## src/rtl/argmax_stream_64_if.sv

```systemverilog
// Stream bundle for argmax_stream_64: the input beat handshake plus the result handshake.
// The slave modport is the reduction block's view of the bundle. The master modport is the view of the producer/consumer side.
interface argmax_stream_64_if #(
    parameter int WIDTH = 6,
    parameter int CNT_W = 8
);
    logic                   i_valid;
    logic                   o_ready;
    logic [WIDTH*64-1:0]    i_data;
    logic                   i_last;
    logic                   o_valid;
    logic                   i_ready;
    logic [WIDTH-1:0]       o_max;
    logic [CNT_W+5:0]       o_idx;
    logic [CNT_W:0]         o_beats;
    logic                   o_ovf;

    modport slave (
        input  i_valid, i_data, i_last, i_ready,
        output o_ready, o_valid, o_max, o_idx, o_beats, o_ovf
    );

    modport master (
        output i_valid, i_data, i_last, i_ready,
        input  o_ready, o_valid, o_max, o_idx, o_beats, o_ovf
    );
endinterface

```

## src/rtl/argmax_stream_64.sv

```systemverilog
// Streaming argmax over packets of 64-lane vectors: reports the packet maximum and its {beat, lane} position.
module argmax_stream_64 #(
    parameter int WIDTH = 6,
    parameter int CNT_W = 8
) (
    input  logic               clk,
    input  logic               rst_n,
    argmax_stream_64_if.slave  bus
);
    localparam int LANES = 64;

    logic                     ready_en;
    logic [CNT_W-1:0]         beat_cnt;
    logic                     ovf_sticky;

    logic                     a_valid;
    logic                     a_last;
    logic                     a_first;
    logic                     a_ovf;
    logic [CNT_W-1:0]         a_beat;
    logic [WIDTH*LANES-1:0]   a_data;

    logic [WIDTH-1:0]         acc_max;
    logic [CNT_W+5:0]         acc_idx;

    logic [WIDTH-1:0]         beat_max;
    logic [5:0]               beat_lane;
    logic                     take_beat;
    logic [WIDTH-1:0]         merged_max;
    logic [CNT_W+5:0]         merged_idx;

    logic                     a_adv;
    logic                     xfer;
    logic                     merge_en;
    logic                     load_out;

    // The strict compare keeps the lowest lane on ties within a beat.
    always_comb begin
        beat_max  = a_data[WIDTH-1:0];
        beat_lane = '0;
        for (int n = 1; n < LANES; n++) begin
            if (a_data[n*WIDTH +: WIDTH] > beat_max) begin
                beat_max  = a_data[n*WIDTH +: WIDTH];
                beat_lane = 6'(n);
            end
        end
    end

    assign take_beat  = a_first || (beat_max > acc_max);
    assign merged_max = take_beat ? beat_max : acc_max;
    assign merged_idx = take_beat ? {a_beat, beat_lane} : acc_idx;

    // Only a last beat has to wait for the output slot.
    assign a_adv       = !a_last || !bus.o_valid || bus.i_ready;
    assign bus.o_ready = ready_en && (!a_valid || a_adv);
    assign xfer        = bus.i_valid && bus.o_ready;
    assign merge_en    = a_valid && a_adv;
    assign load_out    = a_valid && a_last && a_adv;

    always_ff @(posedge clk or negedge rst_n) begin
        if (!rst_n) begin
            ready_en   <= 1'b0;
            beat_cnt   <= '0;
            ovf_sticky <= 1'b0;
        end else begin
            ready_en <= 1'b1;
            if (xfer) begin
                if (bus.i_last) begin
                    beat_cnt   <= '0;
                    ovf_sticky <= 1'b0;
                end else begin
                    beat_cnt <= beat_cnt + 1'b1;
                    if (&beat_cnt)
                        ovf_sticky <= 1'b1;
                end
            end
        end
    end

    always_ff @(posedge clk or negedge rst_n) begin
        if (!rst_n) begin
            a_valid <= 1'b0;
            a_last  <= 1'b0;
            a_first <= 1'b0;
            a_ovf   <= 1'b0;
            a_beat  <= '0;
            a_data  <= '0;
        end else if (bus.o_ready) begin
            a_valid <= bus.i_valid;
            if (bus.i_valid) begin
                a_last  <= bus.i_last;
                a_first <= (beat_cnt == '0);
                a_ovf   <= ovf_sticky;
                a_beat  <= beat_cnt;
                a_data  <= bus.i_data;
            end
        end
    end

    always_ff @(posedge clk or negedge rst_n) begin
        if (!rst_n) begin
            acc_max <= '0;
            acc_idx <= '0;
        end else if (merge_en) begin
            acc_max <= merged_max;
            acc_idx <= merged_idx;
        end
    end

    // A result loading on the same edge it is consumed keeps o_valid high.
    always_ff @(posedge clk or negedge rst_n) begin
        if (!rst_n) begin
            bus.o_valid <= 1'b0;
            bus.o_max   <= '0;
            bus.o_idx   <= '0;
            bus.o_beats <= '0;
            bus.o_ovf   <= 1'b0;
        end else if (load_out) begin
            bus.o_valid <= 1'b1;
            bus.o_max   <= merged_max;
            bus.o_idx   <= merged_idx;
            bus.o_beats <= (CNT_W+1)'(a_beat) + 1'b1;
            bus.o_ovf   <= a_ovf;
        end else if (bus.o_valid && bus.i_ready) begin
            bus.o_valid <= 1'b0;
        end
    end
endmodule

```

## src/flat_wrapper.sv

```systemverilog
// flat-port wrapper written by rule: the top's interface ports become plain ports
module argmax_stream_64_flat 
#(
    parameter int WIDTH = 6,
    parameter int CNT_W = 8
)
  (clk, rst_n, bus_i_valid, bus_i_data, bus_i_last, bus_i_ready, bus_o_ready, bus_o_valid, bus_o_max, bus_o_idx, bus_o_beats, bus_o_ovf);
  argmax_stream_64_if #(.WIDTH(WIDTH), .CNT_W(CNT_W)) bus_i ();
  input  logic clk;
  input  logic rst_n;
  input wire logic [$bits(bus_i.i_valid)-1:0] bus_i_valid;
  input wire logic [$bits(bus_i.i_data)-1:0] bus_i_data;
  input wire logic [$bits(bus_i.i_last)-1:0] bus_i_last;
  input wire logic [$bits(bus_i.i_ready)-1:0] bus_i_ready;
  output wire logic [$bits(bus_i.o_ready)-1:0] bus_o_ready;
  output wire logic [$bits(bus_i.o_valid)-1:0] bus_o_valid;
  output wire logic [$bits(bus_i.o_max)-1:0] bus_o_max;
  output wire logic [$bits(bus_i.o_idx)-1:0] bus_o_idx;
  output wire logic [$bits(bus_i.o_beats)-1:0] bus_o_beats;
  output wire logic [$bits(bus_i.o_ovf)-1:0] bus_o_ovf;
  assign bus_i.i_valid = bus_i_valid;
  assign bus_i.i_data = bus_i_data;
  assign bus_i.i_last = bus_i_last;
  assign bus_i.i_ready = bus_i_ready;
  assign bus_o_ready = bus_i.o_ready;
  assign bus_o_valid = bus_i.o_valid;
  assign bus_o_max = bus_i.o_max;
  assign bus_o_idx = bus_i.o_idx;
  assign bus_o_beats = bus_i.o_beats;
  assign bus_o_ovf = bus_i.o_ovf;
  argmax_stream_64 #(.WIDTH(WIDTH), .CNT_W(CNT_W)) u_core (.clk(clk), .rst_n(rst_n), .bus(bus_i));
endmodule
```

## config.mk

```make
export PLATFORM = sky130hd
export DESIGN_NAME = argmax_stream_64_flat
export DESIGN_NICKNAME = d
export VERILOG_FILES = /design/src/rtl/argmax_stream_64_if.sv /design/src/rtl/argmax_stream_64.sv /design/src/flat_wrapper.sv
export SDC_FILE = /design/constraint.sdc
export NUM_CORES = 2
export LEC_CHECK = 0
export BUFFER_PORTS_ARGS = -buffer_cell sky130_fd_sc_hd__buf_2
export CAP_MARGIN = 20
export CORE_AREA = 4 4 376 378
export DETAILED_ROUTE_END_ITERATION = 8
export DIE_AREA = 0 0 380 382
export GPL_ROUTABILITY_DRIVEN = 0
export PLACE_DENSITY = 0.56
export SLEW_MARGIN = 20
export SYNTH_ARGS = -nofsm -noshare
export SYNTH_HDL_FRONTEND = slang
export SYNTH_SLANG_ARGS = --single-unit
export TNS_END_PERCENT = 5
```

## constraint.sdc

```tcl
create_clock -name clk -period 267.2 [get_ports clk]
set_input_delay 13.36 -clock clk [delete_from_list [all_inputs] [get_ports clk]]
set_output_delay 13.36 -clock clk [all_outputs]
set_load 0.05 [all_outputs]
```

Word-level counts from Yosys, hierarchy flattened

Cells that the tools add are included.

Register bits: 457
Word-level logic and storage cells: 234

Add/subtract/negate cells: 2
Order comparisons: 64
Mux-type cells: 133
Reduce and logical (&&, ||, !) cells: 19

Operators by type and width:

| kind                  | number |
|---|---|
| $mux W6               | 126 |
| $gt A6 B6 Y1          | 64 |
| $mux W14              | 1 |
| $add A8 B1 Y9 const B | 1 |
| $add A8 B1 Y8 const B | 1 |
| $logic_not A8 Y1      | 1 |
| $mux W8               | 1 |
| $reduce_and A8 Y1     | 1 |
| $logic_and A1 B1 Y1   | 6 |
| $mux W1               | 5 |
| $logic_or A1 B1 Y1    | 4 |
| $reduce_and A2 Y1     | 2 |
| $reduce_bool A2 Y1    | 2 |
| $logic_not A1 Y1      | 3 |

Logic depth before layout (Yosys ltp)

Depth in word-level cells: 129
Depth in mapped cells: 665
Depth with buffers taken out: 625

Worst setup path after synthesis

Ideal clock, no wire load.

Path kind: reg2reg
Start: register u_core.a_data[4]
End: register u_core.acc_max[3]
Data arrival time: 111.667 ns
Path slack: 155.408 ns
Stages on the path, launching flop included: 586
Cell sequence: dfrtp_1 > inv_1 > ha_1 > and4_1 > and3_1 > buf_6 > a31oi_1 > buf_2 > nor2_1 > a21oi_1 > ha_1 > nand2_1 > nor2_1 > and2_2 > a2111oi_4 > nand4b_2 > o2bb2ai_4 > or2_2 > [... 550 more ...] > a21oi_1 > and2b_2 > o32ai_1 > clkbuf_8 > nand2_1 > mux2_4 > a21boi_1 > ha_1 > nor2b_1 > o21a_1 > o21a_1 > o21ai_0 > nand2b_1 > a21oi_1 > o21bai_1 > inv_1 > nor3_1 > mux2_2

Word-level cells in the longest chain between the ends: 129

Ends and longest elaborated chain:

| item                     | line                    | source |
|---|---|---|
| start: declaration       | argmax_stream_64.sv:21  | `logic [WIDTH*LANES-1:0] a_data;` |
| start signal: assignment | argmax_stream_64.sv:95  | `a_data <= bus.i_data;` |
| $gt A6 B6 Y1             | argmax_stream_64.sv:42  | `if (a_data[n*WIDTH +: WIDTH] > beat_max) begin` |
| $mux W6 (*)              | argmax_stream_64.sv:42  |  |
| $gt A6 B6 Y1             | argmax_stream_64.sv:42  |  |
| $mux W6 (*)              | argmax_stream_64.sv:42  |  |
| $gt A6 B6 Y1             | argmax_stream_64.sv:42  |  |
| $mux W6 (*)              | argmax_stream_64.sv:42  |  |
| $gt A6 B6 Y1             | argmax_stream_64.sv:42  |  |
| $mux W6 (*)              | argmax_stream_64.sv:42  |  |
| [... 113 more ...]       | --                      |  |
| $mux W6 (*)              | argmax_stream_64.sv:42  |  |
| $gt A6 B6 Y1             | argmax_stream_64.sv:42  |  |
| $mux W6 (*)              | argmax_stream_64.sv:42  |  |
| $gt A6 B6 Y1             | argmax_stream_64.sv:42  |  |
| $mux W6 (*)              | argmax_stream_64.sv:42  |  |
| $gt A6 B6 Y1             | argmax_stream_64.sv:49  | `assign take_beat = a_first \|\| (beat_max > acc_max);` |
| $logic_or A1 B1 Y1       | argmax_stream_64.sv:49  |  |
| $mux W6 (*)              | argmax_stream_64.sv:50  | `assign merged_max = take_beat ? beat_max : acc_max;` |
| end signal: assignment   | argmax_stream_64.sv:105 | `acc_max <= merged_max;` |
| end: declaration         | argmax_stream_64.sv:23  | `logic [WIDTH-1:0] acc_max;` |

Every way passes the cells marked *; elsewhere a longest branch is shown, timed or not.
A chain may end at the register's enable or synchronous reset.

Final worst setup path

Start: register u_core.a_data[11]
End: register u_core.acc_idx[5]

Word-level cells in the longest chain between the ends: 129
Elaborated cells on any way between the ends: 190
Those cells by class: order compare: 64; mux: 125; reduce/logical: 1

Ends and longest elaborated chain:

| item                   | line                    | source |
|---|---|---|
| $gt A6 B6 Y1           | argmax_stream_64.sv:42  |  |
| $mux W6 (*)            | argmax_stream_64.sv:42  |  |
| $gt A6 B6 Y1           | argmax_stream_64.sv:42  |  |
| $mux W6 (*)            | argmax_stream_64.sv:42  |  |
| $gt A6 B6 Y1           | argmax_stream_64.sv:42  |  |
| $mux W6                | argmax_stream_64.sv:42  |  |
| $gt A6 B6 Y1           | argmax_stream_64.sv:42  |  |
| $mux W6                | argmax_stream_64.sv:42  |  |
| [... 113 more ...]     | --                      |  |
| $mux W6                | argmax_stream_64.sv:42  |  |
| $gt A6 B6 Y1           | argmax_stream_64.sv:42  |  |
| $mux W6                | argmax_stream_64.sv:42  |  |
| $gt A6 B6 Y1           | argmax_stream_64.sv:42  |  |
| $mux W6                | argmax_stream_64.sv:42  |  |
| $gt A6 B6 Y1           | argmax_stream_64.sv:49  |  |
| $logic_or A1 B1 Y1     | argmax_stream_64.sv:49  |  |
| $mux W14 (*)           | argmax_stream_64.sv:51  | `assign merged_idx = take_beat ? {a_beat, beat_lane} : acc_idx;` |
| end signal: assignment | argmax_stream_64.sv:106 | `acc_idx <= merged_idx;` |
| end: declaration       | argmax_stream_64.sv:24  | `logic [CNT_W+5:0] acc_idx;` |

Marked as above.

==> results.py <==
metrics = {
    "min_path": {
        "hold_class": "reg2reg",
    },
    "status": {
        "status": "complete, no violations",
    },
    "floorplanning": {
        "core_mm2": 0.1375,
        "die_x_um": 380,
        "ioPinCount": 421,
        "initial_core_util": 0.3002,
        "die_height_um": 382,
        "die-area_mm2": 0.1452,
        "rows": 136,
    },
    "logic_synthesis": {
        "syn_avg_cell_area_um2": 8.072,
        "synth_cell_type_count": 200,
        "synth.most_common_cell": "nand2_1",
        "syn_inst": 5114,
        "ys_seq_elements": 457,
        "synth_top_area_frac": 0.2770,
        "synthFlopType": "dfrtp_1",
        "yosysTopAreaCell": "dfrtp_1",
        "synthTopCellsByArea": "dfrtp_1, nand2_1, ha_1",
        "synth_edf_count": 0,
        "ys_seq_area_frac": 0.2770,
        "ys_top_cells_by_count": "nand2_1, dfrtp_1, o21ai_0",
        "syn_nets": 5749,
        "syn_area_mm2": 0.04128,
        "async_flop_share": 1.000,
        "yosysWarnings": 0,
    },
    "cells_and_area": {
        "design_area_mm2": 0.04621,
        "area_growth_pct": 11.95,
        "final_nets": 6036,
        "drive_gt1_frac": 0.2033,
    },
    "global_route": {
        "grt_pass1_vias": 37363,
        "track_usage": 0.1775,
        "grt_pass1_wl_mm": 211.5,
        "grt_max_degree": 188,
        "overflow": 0,
        "grt_antenna_before_repair": 17,
    },
    "detailed_routing": {
        "vias": 38408,
        "routedWlPerCell_um": 18.47,
        "first_pass_iters": 6,
        "viasPerCell": 5.298,
        "ant_nets": 0,
        "wl_mm": 133.9,
        "drt_iter0_drc": 2916,
        "drc": 0,
    },
    "timing": {
        "slew_headroom": 0.3186,
        "skew_ns": 0.01900,
        "holdWs_ns": 0.4662,
        "finalHoldViolCount": 0,
        "tightest_slew_ns": 1.016,
        "setup_violations": 0,
        "setup_tns_ns": 0,
        "slew_viol_final": 0,
        "fmaxAchievable_mhz": 7.840,
        "period_needed_ns": 127.56,
        "finalCritPeriodShare": 0.4774,
        "rsz0062_at_grt": "no",
    },
    "critical_path": {
        "cp_common_cell": "ha_1",
        "arrival_ns": 128.06,
        "path_max_fanout": 24,
        "path_buf_inv": 32,
        "cpPeakStageDelay_ns": 0.88,
        "crit_family": "compound AO/OA/AOI/OAI gates",
        "end_kind": "flop",
        "start_kind": "flop",
        "cp.required_ns": 267.71,
        "slowest_stage": "a211oi_4",
        "worstSetupPathType": "reg2reg",
    },
    "clock_tree": {
        "cts_sinks": 457,
        "cts.path.max_buffers": 3,
        "hold_buffers": 0,
        "numCtsBuffers": 59,
        "clk_pin_slew_ns": 0.06,
        "cts_tree": "built",
        "cts_root_buf": "clkbuf_16",
        "htreeDepth": 2,
        "post_cts_buffers": 0,
        "worstSkewPairLatency_ns": 0.68,
        "cts-resized-gates": 0,
    },
    "run": {
        "maxCapViolations": 0,
    },
    "placement": {
        "place_area_mm2": 0.04416,
        "io_buffers": 420,
        "hpwlAfterDp_mm": 104.8,
    },
}
## worst min-delay path, stage by stage (launching register included)
cell     delay [ns]
dfrtp_1        0.34
nand2_1        0.05
nand2_1        0.05
## state kept, by name (all words and copies together) (netlist names), 6 cells and up
name and cells:
u_core.a_data 384, u_core.acc_idx 14, u_core.bus.o_idx 14, u_core.bus.o_beats 9, u_core.a_beat 8, u_core.beat_cnt 8, u_core.acc_max 6, u_core.bus.o_max 6
## through the flow
| step | setup WS (ns) | util | std cells |
|---|---|---|---|
| after floorplan | 155.41 | - | 5114 |
| after global placement | 144.09 | 0.3212 | 7134 |
| after detailed placement | 141.39 | 0.3212 | 7134 |
| after CTS | 140.79 | 0.3360 | 7244 |
| after global routing | 129.16 | 0.3360 | 7245 |
| final | 139.64 | 0.3361 | 7250 |
## layout by cell type (no fill, tap or decap), types with 66 or more instances in the layout
master	Yosys	final
xnor2_1	74	74
ha_1	246	246
mux2i_1	104	104
a21oi_1	228	228
nand3_1	89	89
a31oi_1	80	80
dfrtp_1	457	457
nor2_1	252	252
buf_2	6	419
inv_1	334	334
nor3_1	67	66
o21ai_0	407	407
nand2_1	1274	1273
## layout make-up
cell class                 count  area (µm²)
antenna                        6       15.01
clock buffer                  79        1652
multi-input combinational   4106       26930
clock inverter                31       384.1
sequential                   457       11440
inverter                     339        1287
tap                         1794        2245
timing repair buffer         438        2260
fill                       14485       91280
## layer usage
metal  share of wire  wire (µm)  global-route usage  up-vias
met3           0.056       7478             0.02894      194
met5         0.00035         47                   0        -
met2            0.45      59980              0.2869     1085
met4           0.026       3509             0.04787        8
met1            0.47      62870              0.2455    18298
li1                -          -                   -    18823
## final timing paths
| path | from | slack, ns | cells after the start | endpoint |
|---|---|---|---|---|
| max in group asynchronous | rst_n | 252.19 | 3 | u_core.a_data[185] |
| worst max-delay path | u_core.a_data[11] | 139.64 | 530 | u_core.acc_idx[5] |
| min in group asynchronous | rst_n | 12.70 | 1 | u_core.a_data[0] |
| worst min-delay path | u_core.a_first | 0.47 | 2 | u_core.a_first |
| worst max register to register | u_core.a_data[11] | 139.64 | 530 | u_core.acc_idx[5] |
| worst min register to register | u_core.a_first | 0.47 | 2 | u_core.a_first |
## kinds of logic (layout without fill, tap and decap cells)
kind of cell / count (synthesis) / in the layout / synth area share
compound gates: 1394 / 1394 / 0.2462
xor+xnor: 108 / 108 / 0.02310
fa+ha+maj: 280 / 280 / 0.08293
buf+inv: 551 / 887 / 0.07093
flops: 457 / 457 / 0.2770
mux: 207 / 207 / 0.05735
other cells: 1 / 7 / 0.00009084
simple gates: 2116 / 2116 / 0.2423
Power is left out: the tool's default activity adds up to more than one toggle a clock period on the data nets, which glitch-free logic cannot reach.
